==> src/rtl/mem_arb_pkg.sv <==
// Shared encodings for the CPU/host RAM port arbiter: sequencer states,
// access-owner codes and default geometry.
package mem_arb_pkg;

  localparam int DEF_AW = 8;
  localparam int DEF_DW = 16;

  typedef enum logic [1:0] {
    IDLE   = 2'b00,
    ACCESS = 2'b01,
    RESP   = 2'b10,
    ACK    = 2'b11
  } state_t;

  typedef enum logic [1:0] {
    OWN_NONE = 2'b00,
    OWN_CPU  = 2'b01,
    OWN_HOST = 2'b10
  } owner_t;

endpackage

==> src/rtl/rr_arbiter2.sv <==
// Two-way round-robin pick: req[0]=CPU, req[1]=host. A tie goes to the
// requester that did not win last time.
module rr_arbiter2
  import mem_arb_pkg::*;
(
  input  logic [1:0] req,
  input  owner_t     last_owner,
  output logic [1:0] grant
);

  always_comb begin
    grant = '0;
    if (req == 2'b11) begin
      grant = (last_owner == OWN_CPU) ? 2'b10 : 2'b01;
    end else begin
      grant = req;
    end
  end

endmodule

==> src/rtl/mem_port_arbiter.sv <==
// Shares one single-port RAM between the CPU and host ports through a
// 4-state IDLE/ACCESS/RESP/ACK sequencer; host_halt locks out new CPU grants.
module mem_port_arbiter
  import mem_arb_pkg::*;
#(
  parameter int AW = DEF_AW,
  parameter int DW = DEF_DW
) (
  input  logic          clk,
  input  logic          rst,
  input  logic          cpu_req,
  input  logic          cpu_we,
  input  logic [AW-1:0] cpu_addr,
  input  logic [DW-1:0] cpu_wdata,
  output logic [DW-1:0] cpu_rdata,
  output logic          cpu_ack,
  input  logic          host_req,
  input  logic          host_we,
  input  logic [AW-1:0] host_addr,
  input  logic [DW-1:0] host_wdata,
  output logic [DW-1:0] host_rdata,
  output logic          host_ack,
  input  logic          host_halt,
  output logic          mem_en,
  output logic          mem_we,
  output logic [AW-1:0] mem_addr,
  output logic [DW-1:0] mem_wdata,
  input  logic [DW-1:0] mem_rdata,
  output logic [1:0]    owner
);

  state_t     state, state_next;
  owner_t     owner_q, last_owner;
  logic       cur_we;
  logic [1:0] eligible, grant;

  assign owner = owner_q;

  rr_arbiter2 u_rr (
    .req       (eligible),
    .last_owner(last_owner),
    .grant     (grant)
  );

  always_comb begin
    eligible[0] = cpu_req & ~cpu_ack & ~host_halt;
    eligible[1] = host_req & ~host_ack;
    state_next  = state;
    case (state)
      IDLE:    if (|eligible) state_next = ACCESS;
      ACCESS:  state_next = RESP;
      RESP:    state_next = ACK;
      ACK:     state_next = IDLE;
      default: state_next = IDLE;
    endcase
  end

  always_ff @(posedge clk) begin
    if (rst) state <= IDLE;
    else     state <= state_next;
  end

  // Every RAM-facing and port-facing output is a register loaded at a fixed
  // sequencer step, so mem_en and the acks are single-cycle by construction.
  always_ff @(posedge clk) begin
    if (rst) begin
      mem_en     <= 1'b0;
      mem_we     <= 1'b0;
      mem_addr   <= '0;
      mem_wdata  <= '0;
      cpu_ack    <= 1'b0;
      host_ack   <= 1'b0;
      cpu_rdata  <= '0;
      host_rdata <= '0;
      cur_we     <= 1'b0;
      owner_q    <= OWN_NONE;
      last_owner <= OWN_HOST;
    end else begin
      mem_en   <= 1'b0;
      mem_we   <= 1'b0;
      cpu_ack  <= 1'b0;
      host_ack <= 1'b0;
      case (state)
        IDLE: begin
          if (|eligible) begin
            mem_en <= 1'b1;
            if (grant[0]) begin
              mem_we     <= cpu_we;
              cur_we     <= cpu_we;
              mem_addr   <= cpu_addr;
              mem_wdata  <= cpu_wdata;
              owner_q    <= OWN_CPU;
              last_owner <= OWN_CPU;
            end else begin
              mem_we     <= host_we;
              cur_we     <= host_we;
              mem_addr   <= host_addr;
              mem_wdata  <= host_wdata;
              owner_q    <= OWN_HOST;
              last_owner <= OWN_HOST;
            end
          end
        end
        RESP: begin
          if (owner_q == OWN_CPU) begin
            cpu_ack <= 1'b1;
            if (!cur_we) cpu_rdata <= mem_rdata;
          end else begin
            host_ack <= 1'b1;
            if (!cur_we) host_rdata <= mem_rdata;
          end
        end
        ACK:     owner_q <= OWN_NONE;
        default: ;
      endcase
    end
  end

endmodule

==> config.mk <==
export PLATFORM = sky130hd
export DESIGN_NAME = mem_port_arbiter
export DESIGN_NICKNAME = d
export VERILOG_FILES = /design/src/rtl/mem_arb_pkg.sv /design/src/rtl/rr_arbiter2.sv /design/src/rtl/mem_port_arbiter.sv
export SDC_FILE = /design/constraint.sdc
export NUM_CORES = 1
export LEC_CHECK = 0
export BUFFER_PORTS_ARGS = -buffer_cell sky130_fd_sc_hd__buf_2
export CORE_UTILIZATION = 50
export DETAILED_ROUTE_END_ITERATION = 16
export PLACE_DENSITY = 0.85
export REMOVE_ABC_BUFFERS = 1
export SETUP_SLACK_MARGIN = 0.2
export SLEW_MARGIN = 40
export SYNTH_ARGS = -nofsm -noshare
export SYNTH_HDL_FRONTEND = slang
export SYNTH_SLANG_ARGS = --single-unit
==> constraint.sdc <==
create_clock -name clk -period 4.55 [get_ports clk]
set_input_delay 0.2275 -clock clk [delete_from_list [all_inputs] [get_ports clk]]
set_output_delay 0.2275 -clock clk [all_outputs]
set_load 0.02 [all_outputs]
==> impl_metrics.json, run 1 <==
{
  "outcome": "completed",
  "setup.worst_path.end_class": "flip-flop",
  "hold_buffers": 0,
  "reg2reg_to": "last_owner[1]",
  "hp-start": "mem_rdata[12]",
  "detail-route-antenna-nets": 0,
  "synth-edff-count": 0,
  "timing.max_slew.rel_slack_pct": 55.4,
  "path_buf_inv": 1,
  "min_to": "cpu_rdata[12]",
  "synth_flop_cell": "sky130_fd_sc_hd__dfxtp_1",
  "cells_along_the_critical_path": "inv_1, ha_1, and4bb_2, nor2_1, a211o_1",
  "dp_slack_ps": 2550,
  "yosys_warnings": 0,
  "drive_gt1_share_pct": 35.3,
  "rd_place_congestion": 0.782,
  "cts_tree": "built",
  "place_hpwl_mm": 5.28,
  "port-buffer-count": 132,
  "ioPinCount": 133,
  "timing.final.crit_share_pct": 44.6,
  "synth-seq-cells": 67,
  "synthCells": 347,
  "worst_pin_slew_ps": 668,
  "antenna_found_initial": 0,
  "initial_core_util_pct": 52.5,
  "synth.largest_area_cell": "sky130_fd_sc_hd__dfxtp_1",
  "cts.htree.levels": 3,
  "worstHoldPathType": "primary input to flip-flop",
  "grt_start_max_net_pins": 68,
  "antenna_cells": 0,
  "finalSetupViolations": 0,
  "critPathArrivalTime_ps": 2260,
  "setup_repair_after_global_routing_missed_its_margin": "no",
  "core.rowCount": 27,
  "synth_top_area_share_pct": 46.1,
  "r2r_slack_ps": 2520,
  "wl_met2_mm": 3.65,
  "netlist_area_um2": 2910,
  "core-area_um2": 5540,
  "postLayoutSetupSlackWorst_ps": 2520,
  "detailedRoute.firstPassIterationCount": 5,
  "route.detailed.vias_per_inst": 5.71,
  "met3RoutedLength_um": 677,
  "die_area_um2": 6120,
  "ff_to_ff_start": "state[0]",
  "first_global_vias": 2689,
  "crit_path_max_incr_delay_ps": 670,
  "number_of_remaining_drc_errors": 0,
  "grt_pass1_wl_mm": 12.5,
  "achievable-frequency_mhz": 493,
  "slowest_stage": "sky130_fd_sc_hd__and4bb_2",
  "critPathKind": "flip-flop to flip-flop",
  "ys_async_sr_fraction_pct": 0,
  "cts_sink_count": 67,
  "route.detailed.wl_per_inst_um": 14.5,
  "crit_family": "simple AND/OR/NAND/NOR gates",
  "worstRegToRegCells": 5,
  "max_cap_violations": 0,
  "met1Wirelength_mm": 3.32,
  "clkTransAtPathRegs_ps": 70,
  "area_growth_pct": 31.2,
  "tritoncts.num_buffers": 9,
  "nNetsFinal": 532,
  "ctsLongestPathBuffers": 2,
  "yosys-top-cells-area": "sky130_fd_sc_hd__dfxtp_1 (46%), sky130_fd_sc_hd__a311oi_1 (7.5%), sky130_fd_sc_hd__nand3_1 (7.1%)",
  "cts_repair_resize_count": 0,
  "post_cts_setup_repair_bufs": 0,
  "instance_count_after_placement_with_tap_cells_included": 518,
  "drt_first_iter_violations": 178,
  "crit_path_start_kind": "flip-flop",
  "syn_avg_cell_area_um2": 8.38,
  "hold_violations_final": 0,
  "cp_data_required_time_ps": 4780,
  "peakVddDrop_mv": 0.364,
  "total_leakage_power_nw": 1.61,
  "worst_clock_skew_ps": 8.96,
  "crit_path_launch": "state[0]",
  "post-route-min-period_ps": 2030,
  "grt_overflow_total": 0,
  "layoutNonFillerInstCount": 534,
  "route.vias.total": 3049,
  "grt.total_usage_pct": 26.0,
  "setup_tns_ps": 0,
  "dieHeight_um": 78.3,
  "clk-insertion-delay-late_ps": 340,
  "synth.lib_cells_used.distinct": 37,
  "cell_area_power_density_nw_per_um2": 589,
  "critPathMaxFanout": 27,
  "clock_tree.root_cell": "sky130_fd_sc_hd__clkbuf_8",
  "finalMaxSlewViolations": 0,
  "top_signal_layer_used": "met4",
  "seq_area_frac_synth_pct": 46.1,
  "die_span_x_um": 78.3,
  "drt-total-wl_mm": 7.76,
  "hold_depth": 3
}
[metal layers]
layer / up-vias / global-route usage (%)
met1: 1385 / 32.4
met3: 9 / 6.16
met2: 163 / 42.2
li1: 1492 / -
met4: 0 / 12.0
met5: - / 0
[tightest hold or removal path: stages]
cell and delay, ps:
sky130_fd_sc_hd__buf_2 110, sky130_fd_sc_hd__nand2_1 50, sky130_fd_sc_hd__a21oi_1 50
[where the power goes]
| part | switching [mW] | internal, mW | leakage, nW | total, mW |
|---|---|---|---|---|
| clock | 0.219 | 0.408 | 0.133 | 0.627 |
| sequential | 0.0899 | 0.725 | 0.548 | 0.815 |
| combinational | 0.510 | 0.293 | 0.928 | 0.803 |
[Yosys cell counts, drive strengths merged (4+ instances only)]
master	number
dfxtp	67
nand3	41
o21ai	41
a21oi	35
nand2	32
nor3	28
a311oi	26
buf	18
clkbuf	18
nand2b	6
nor2	6
ha	4
[state kept, by name, indices dropped and copies added (netlist names)]
name	count
cpu_ack	1
cpu_rdata	16
cur_we	1
host_ack	1
host_rdata	16
last_owner	2
mem_addr	8
mem_en	1
mem_wdata	16
mem_we	1
owner	2
state	2
[area by class of cell]
class | count | area (µm²)
Multi-Input combinational cell | 241 | 1420
Timing Repair Buffer | 135 | 691
Sequential cell | 67 | 1340
Inverter | 3 | 11.3
Clock inverter | 4 | 95.1
Fill cell | 486 | 1730
Clock buffer | 12 | 165
Tap cell | 72 | 90.1
[how the worst max path moves through the flow]
stage,endpoint,slack (ps),depth (start not counted)
floorplan,cpu_rdata[0],2400,5
global placement,last_owner[1],2380,5
detailed placement,last_owner[1],2550,5
CTS,last_owner[1],2520,5
global route,last_owner[0],2380,5
finish,last_owner[1],2520,5
[cell usage in the layout (no fill, tap or decap), drive strengths merged]
master | Yosys | routed
bufinv | 0 | 3
clkinv | 0 | 1
a311oi | 26 | 26
nand2b | 6 | 6
and4bb | 2 | 2
nor2 | 6 | 6
a21oi | 35 | 35
nand2 | 32 | 32
or4 | 1 | 1
ha | 4 | 4
a41oi | 1 | 1
o21ai | 41 | 41
o31ai | 1 | 1
nand4bb | 2 | 2
a211o | 1 | 1
a31oi | 1 | 1
nor3b | 2 | 2
nor4 | 1 | 1
nor2b | 3 | 3
clkbuf | 18 | 12
nand4 | 1 | 1
dfxtp | 67 | 67
nand3 | 41 | 41
and3b | 1 | 1
nor4bb | 1 | 1
buf | 18 | 135
or3b | 1 | 1
o2bb2ai | 1 | 1
a21boi | 1 | 1
a211oi | 1 | 1
nor3 | 28 | 28
inv | 3 | 3
[cell families (layout without fill, tap and decap cells)]
logic type	Yosys count	in the layout	synth area share, %
and+or+nand+nor	128	128	23.0
AOI/OAI and AO/OA	109	109	23.1
DFF	67	67	46.1
buffers and inverters	39	154	6.02
adders and majority gates	4	4	1.72
[metrics by stage]
| stage | total power [mW] | util [%] | cell area, µm² | hold slack (ps) |
|---|---|---|---|---|
| 4_1_cts | 2.25 | 68.8 | 3810 | 123 |
| 6_report | 2.25 | 68.9 | 3810 | 132 |
| 5_1_grt | 2.37 | 68.9 | 3810 | 121 |
| 3_5_place_dp | 1.63 | 64.1 | 3550 | 443 |
| 2_1_floorplan | 1.34 | - | 2740 | 297 |
| 3_3_place_gp | 1.59 | 63.5 | 3520 | 439 |
No activity file was read; power rests on OpenSTA's default activity.
==> inputs of run 2 (changes only) <==
--- a/config.mk
+++ b/config.mk
@@ -5,10 +5,11 @@
 export SDC_FILE = /design/constraint.sdc
 export NUM_CORES = 1
 export LEC_CHECK = 0
+export ABC_AREA = 1
 export BUFFER_PORTS_ARGS = -buffer_cell sky130_fd_sc_hd__buf_2
-export CORE_UTILIZATION = 50
+export CORE_UTILIZATION = 42
 export DETAILED_ROUTE_END_ITERATION = 16
-export PLACE_DENSITY = 0.85
+export PLACE_DENSITY = 0.76
 export REMOVE_ABC_BUFFERS = 1
 export SETUP_SLACK_MARGIN = 0.2
 export SLEW_MARGIN = 40
==> constraint.sdc (replaced) <==
create_clock -name clk -period 1.8 [get_ports clk]
set_input_delay 0.09 -clock clk [delete_from_list [all_inputs] [get_ports clk]]
set_output_delay 0.09 -clock clk [all_outputs]
set_load 0.02 [all_outputs]
==> impl_metrics.json, run 2 <==
{
  "clock_tree.root_cell": "sky130_fd_sc_hd__clkbuf_8",
  "hold-worst-slack_ps": 21.7,
  "area_growth_pct": 37.0,
  "cts_tree": "built",
  "seq_area_frac_synth_pct": 45.6,
  "achievable-frequency_mhz": 651,
  "grt_start_max_net_pins": 49,
  "setup.worst_path.end_class": "flip-flop",
  "route.detailed.vias_per_inst": 4.57,
  "yosys-top-cells-area": "sky130_fd_sc_hd__dfxtp_1 (46%), sky130_fd_sc_hd__nor2_1 (15%), sky130_fd_sc_hd__o21ai_0 (9.2%)",
  "yosysMostFrequentCell": "sky130_fd_sc_hd__nor2_1",
  "initial_core_util_pct": 43.3,
  "layout_common_cells": "sky130_fd_sc_hd__buf_2 (132), sky130_fd_sc_hd__nor2_1 (120), sky130_fd_sc_hd__dfxtp_1 (66)",
  "cts_sink_count": 67,
  "largestRegisters": "cpu_rdata x16, host_rdata x16, mem_wdata x16",
  "antenna_cells": 0,
  "synthCells": 414,
  "synth_top_area_share_pct": 45.6,
  "layout.core_utilization_pct": 59.3,
  "antenna_found_initial": 0,
  "finalMaxSlewViolations": 0,
  "cells_along_the_critical_path": "inv_2, ha_4, inv_1, a21oi_4, clkbuf_16, o21ai_0, nor2_1, nor2_1",
  "slowest_stage": "sky130_fd_sc_hd__dfxtp_2",
  "rd_place_congestion": 0.727,
  "syn_avg_cell_area_um2": 7.10,
  "route.vias.total": 2965,
  "synth-edff-count": 0,
  "number_of_remaining_drc_errors": 0,
  "critPathArrivalTime_ps": 1760,
  "die_area_um2": 7340,
  "first_global_vias": 2684,
  "place_hpwl_mm": 4.97,
  "drt_first_iter_violations": 77,
  "peakVddDrop_mv": 0.759,
  "critical_path.most_common_cell": "sky130_fd_sc_hd__nor2_1",
  "worst_pin_slew_ps": 407,
  "worst_clock_skew_ps": 9.79,
  "mostFrequentLayoutCell": "sky130_fd_sc_hd__buf_2",
  "post-route-min-period_ps": 1540,
  "clkTransAtPathRegs_ps": 80,
  "grt_overflow_total": 0,
  "detailedRoute.firstPassIterationCount": 4,
  "power.total_mw": 6.03,
  "route.detailed.wl_per_inst_um": 11.4,
  "ctsLongestPathBuffers": 2,
  "drive_gt1_share_pct": 33.1,
  "ys_async_sr_fraction_pct": 0,
  "nNetsFinal": 623,
  "grt_pass1_wl_mm": 11.4,
  "port-buffer-count": 132,
  "drt-total-wl_mm": 7.42,
  "ioPinCount": 133,
  "netlist_area_um2": 2940,
  "dp_slack_ps": 228,
  "postLayoutSetupSlackWorst_ps": 263,
  "synthTopCellsByCount": "sky130_fd_sc_hd__nor2_1 (120), sky130_fd_sc_hd__dfxtp_1 (67), sky130_fd_sc_hd__inv_1 (57), sky130_fd_sc_hd__o21ai_0 (54), sky130_fd_sc_hd__nand2_1 (30)",
  "synth.largest_area_cell": "sky130_fd_sc_hd__dfxtp_1",
  "synth-seq-cells": 67,
  "cts.htree.levels": 3,
  "cell_area_power_density_nw_per_um2": 1500,
  "critPathMaxFanout": 12,
  "crit_path_max_incr_delay_ps": 340,
  "finalSetupViolations": 0,
  "core-area_um2": 6790,
  "die_span_x_um": 85.7,
  "core.rowCount": 30,
  "crit_path_start_kind": "flip-flop",
  "yosys_warnings": 0,
  "clk-insertion-delay-late_ps": 330,
  "critPathKind": "flip-flop to flip-flop",
  "outcome": "completed",
  "hold_violations_final": 0,
  "max_cap_violations": 0,
  "dieHeight_um": 85.7,
  "timing.max_slew.rel_slack_pct": 72.8,
  "synth.lib_cells_used.distinct": 26,
  "tritoncts.num_buffers": 9,
  "timing.final.crit_share_pct": 85.4,
  "total_leakage_power_nw": 2.13,
  "detail-route-antenna-nets": 0,
  "grt.total_usage_pct": 19.7,
  "cp_data_required_time_ps": 2020,
  "setup_tns_ps": 0,
  "setup_repair_after_global_routing_missed_its_margin": "yes",
  "synth_flop_cell": "sky130_fd_sc_hd__dfxtp_1",
  "worstHoldPathType": "primary input to flip-flop"
}
==> run 2: what timing repair did <==
item	CTS	global route
hold endpoints to repair	3	0
hold buffers	3	0
endpoints found under the setup margin	0	44
gates resized for setup	0	11
setup buffers	0	1
==> run 2: power by group <==
part	total, mW	internal (mW)	leakage (nW)	switching (mW)
logic	2.39	0.910	1.46	1.48
clock network	1.52	0.929	0.120	0.596
registers	2.12	1.90	0.549	0.224
total	6.03	3.74	2.13	2.30
==> run 2: logic make-up (layout without fill, tap and decap cells) <==
group,after synthesis,after routing,share of synthesized area [%]
and+or+nand+nor,176,176,25.4
DFF,67,67,45.6
buffers and inverters,87,226,13.1
adders and majority gates,4,4,1.70
AOI/OAI and AO/OA,80,80,14.1
==> run 2: metal layers <==
metal  wire (µm)  up-vias  track usage [%]
li1            -     1536                -
met1        3450     1303             21.8
met3         564        4             7.51
met5           0        -                0
met2        3340      122             34.0
met4          63        0             8.18
==> run 2: area by class of cell <==
cell class,count,area [µm²]
fillers,636,2770
clock inverters,7,124
multi-input cells,260,1220
flip-flops and latches,67,1340
clock buffers,9,124
well taps,96,120
inverters,68,269
repair buffers,142,825
==> run 2: path summary, 6_finish.rpt <==
| path | start | depth (start not counted) | slack [ps] | endpoint |
|---|---|---|---|---|
| setup / recovery | state[0] | 8 | 260 | mem_wdata[1] |
| hold / removal | mem_rdata[10] | 3 | 20 | cpu_rdata[10] |
| setup reg to reg | state[0] | 8 | 260 | mem_wdata[1] |
| hold reg to reg | last_owner[0] | 2 | 470 | last_owner[0] |
==> run 2: through the flow <==
step	cell area (µm²)	instances
after detailed placement	3630	625
after global placement	3630	625
after CTS	3910	644
after global routing	4030	649
final	4030	649
after floorplan	2810	395
==> run 2: worst max-delay path: cells and delay by family, from the launching register on <==
| family | cells | cell delay (ps) |
|---|---|---|
| AO/OA/AOI/OAI | 2 | 390 |
| flip-flops | 1 | 340 |
| adder cells (fa/ha/maj) | 1 | 150 |
| AND/OR/NAND/NOR | 2 | 130 |
| buffers and inverters | 3 | 400 |
==> inputs of run 3 (changes only) <==
--- a/config.mk
+++ b/config.mk
@@ -5,7 +5,6 @@
 export SDC_FILE = /design/constraint.sdc
 export NUM_CORES = 1
 export LEC_CHECK = 0
-export ABC_AREA = 1
 export BUFFER_PORTS_ARGS = -buffer_cell sky130_fd_sc_hd__buf_2
 export CORE_UTILIZATION = 42
 export DETAILED_ROUTE_END_ITERATION = 16
==> impl_metrics.json, run 3 (synthesized netlist as in run 1, its figures left out) <==
{
  "critPathKind": "flip-flop to flip-flop",
  "number_of_remaining_drc_errors": 0,
  "worstRegToRegCells": 4,
  "die_span_x_um": 85.2,
  "grt.total_usage_pct": 24.2,
  "largestRegisters": "cpu_rdata x16, host_rdata x16, mem_wdata x16",
  "ioPinCount": 133,
  "first_global_vias": 2966,
  "hp-start": "mem_rdata[14]",
  "grt_overflow_total": 0,
  "worstHoldPathType": "primary input to flip-flop",
  "finalSetupViolations": 0,
  "cts_tree": "built",
  "route.detailed.wl_per_inst_um": 14.9,
  "layout_common_cells": "sky130_fd_sc_hd__buf_2 (132), sky130_fd_sc_hd__dfxtp_1 (66), sky130_fd_sc_hd__nand3_1 (41)",
  "port-buffer-count": 132,
  "ff_to_ff_start": "cpu_ack",
  "route.detailed.vias_per_inst": 5.56,
  "rd_place_congestion": 0.763,
  "core-area_um2": 6530,
  "antenna_found_initial": 0,
  "r2r_slack_ps": 250,
  "ctsLongestPathBuffers": 2,
  "n_fill_cell": 589,
  "post-route-min-period_ps": 1550,
  "p_int_mw": 3.60,
  "max_cap_violations": 0,
  "critPathMaxFanout": 25,
  "final_area_um2": 4020,
  "place_hpwl_mm": 5.54,
  "detail-route-antenna-nets": 0,
  "clock_tree.root_cell": "sky130_fd_sc_hd__clkbuf_8",
  "layout.core_utilization_pct": 61.6,
  "crit_path_start_kind": "flip-flop",
  "setup_repair_after_global_routing_missed_its_margin": "yes",
  "area_growth_pct": 38.3,
  "cts.htree.levels": 3,
  "postLayoutSetupSlackWorst_ps": 253,
  "power.share.clock_pct": 24.6,
  "clkTransAtPathRegs_ps": 70,
  "cell_area_power_density_nw_per_um2": 1430,
  "setup.worst_path.end_class": "flip-flop",
  "antenna_cells": 0,
  "die_area_um2": 7260,
  "worst_clock_skew_ps": 6.74,
  "tritoncts.num_buffers": 9,
  "total_leakage_power_nw": 1.70,
  "worst_pin_slew_ps": 695,
  "power.share.combinational_pct": 39.5,
  "achievable-frequency_mhz": 646,
  "hold_violations_final": 0,
  "dpl_cell_area_um2": 3650,
  "reg2reg_to": "mem_wdata[10]",
  "mostFrequentLayoutCell": "sky130_fd_sc_hd__buf_2",
  "core.rowCount": 29,
  "initial_core_util_pct": 44.5,
  "grt_pass1_wl_mm": 13.9,
  "dp_slack_ps": 55.9,
  "finalMaxSlewViolations": 0,
  "drive_gt1_share_pct": 36.4,
  "cts_sink_count": 67,
  "hold_depth": 3,
  "grt_start_max_net_pins": 37,
  "min_to": "cpu_rdata[14]",
  "drt_first_iter_violations": 100,
  "route.vias.total": 3111,
  "outcome": "completed",
  "timing.max_slew.rel_slack_pct": 53.7,
  "dieHeight_um": 85.2,
  "hold-worst-slack_ps": 16.8,
  "nNetsFinal": 553,
  "peakVddDrop_mv": 0.705,
  "net-switching-power_mw": 2.13,
  "p_sw_share_pct": 37.2,
  "seqPwrFrac_pct": 36.0,
  "timing.final.crit_share_pct": 86.0,
  "drt-total-wl_mm": 8.36,
  "cp_data_required_time_ps": 1990,
  "detailedRoute.firstPassIterationCount": 4,
  "critPathArrivalTime_ps": 1730,
  "clk-insertion-delay-late_ps": 330
}
[run 3: what timing repair did]
| action | 4_1_cts | 5_1_grt |
|---|---|---|
| gates resized for setup | 3 | 10 |
| setup endpoints to repair | 28 | 62 |
| buffers inserted | 1 | 0 |
| hold buffers | 11 | 0 |
| endpoints found under the hold margin | 11 | 0 |
| pin swaps | 1 | 3 |
[run 3: area by class of cell]
| cell class | count | area [µm²] | share of cell area [%] |
|---|---|---|---|
| multi-input combinational | 241 | 1430 | 35.4 |
| inverter | 3 | 11.3 | 0.280 |
| sequential | 67 | 1340 | 33.4 |
| clock inverter | 5 | 75.1 | 1.87 |
| timing repair buffer | 156 | 918 | 22.8 |
| tap | 77 | 96.3 | 2.40 |
| clock buffer | 11 | 151 | 3.77 |
[run 3: how the worst max path moves through the flow]
stage	start	cells past startpoint	to	slack [ps]
2_1_floorplan	state[0]	5	cpu_rdata[0]	-350
3_3_place_gp	state[0]	6	mem_wdata[10]	190
3_5_place_dp	state[0]	6	mem_addr[6]	60
4_1_cts	state[0]	5	host_rdata[1]	180
5_1_grt	cpu_ack	4	mem_wdata[4]	200
6_report	cpu_ack	4	mem_wdata[10]	250
[run 3: worst max-delay path, cell delays in order (launching register included)]
cell and delay [ps]:
sky130_fd_sc_hd__dfxtp_1 370, sky130_fd_sc_hd__or3b_4 470, sky130_fd_sc_hd__buf_4 240, sky130_fd_sc_hd__o21ai_0 210, sky130_fd_sc_hd__a311oi_1 110
[run 3: layer usage]
layer | global-route usage (%) | part of all wire [%] | up-vias
met1 | 30.6 | 44 | 1413
met4 | 8.94 | 1.3 | 0
met3 | 4.67 | 7.8 | 10
met5 | 0 | 0 | -
met2 | 40.8 | 47 | 155
li1 | - | - | 1533
[run 3: power by group through the flow]
stage,combinational (mW),clock (mW),sequential [mW]
after floorplan,0.988,0,2.41
after detailed placement,2.16,0,2.08
after global placement,2.12,0,2.07
final,2.26,1.41,2.06
after global routing,2.48,1.50,2.11
after CTS,2.24,1.43,2.05
[run 3: stage by stage]
stage               cells  total power, mW  TNS, ps
finish                560             5.74        0
global route          560             6.09        0
CTS                   560             5.72        0
detailed placement    532             4.24        0
global placement      532             4.19        0
floorplan             311             3.40    -7920
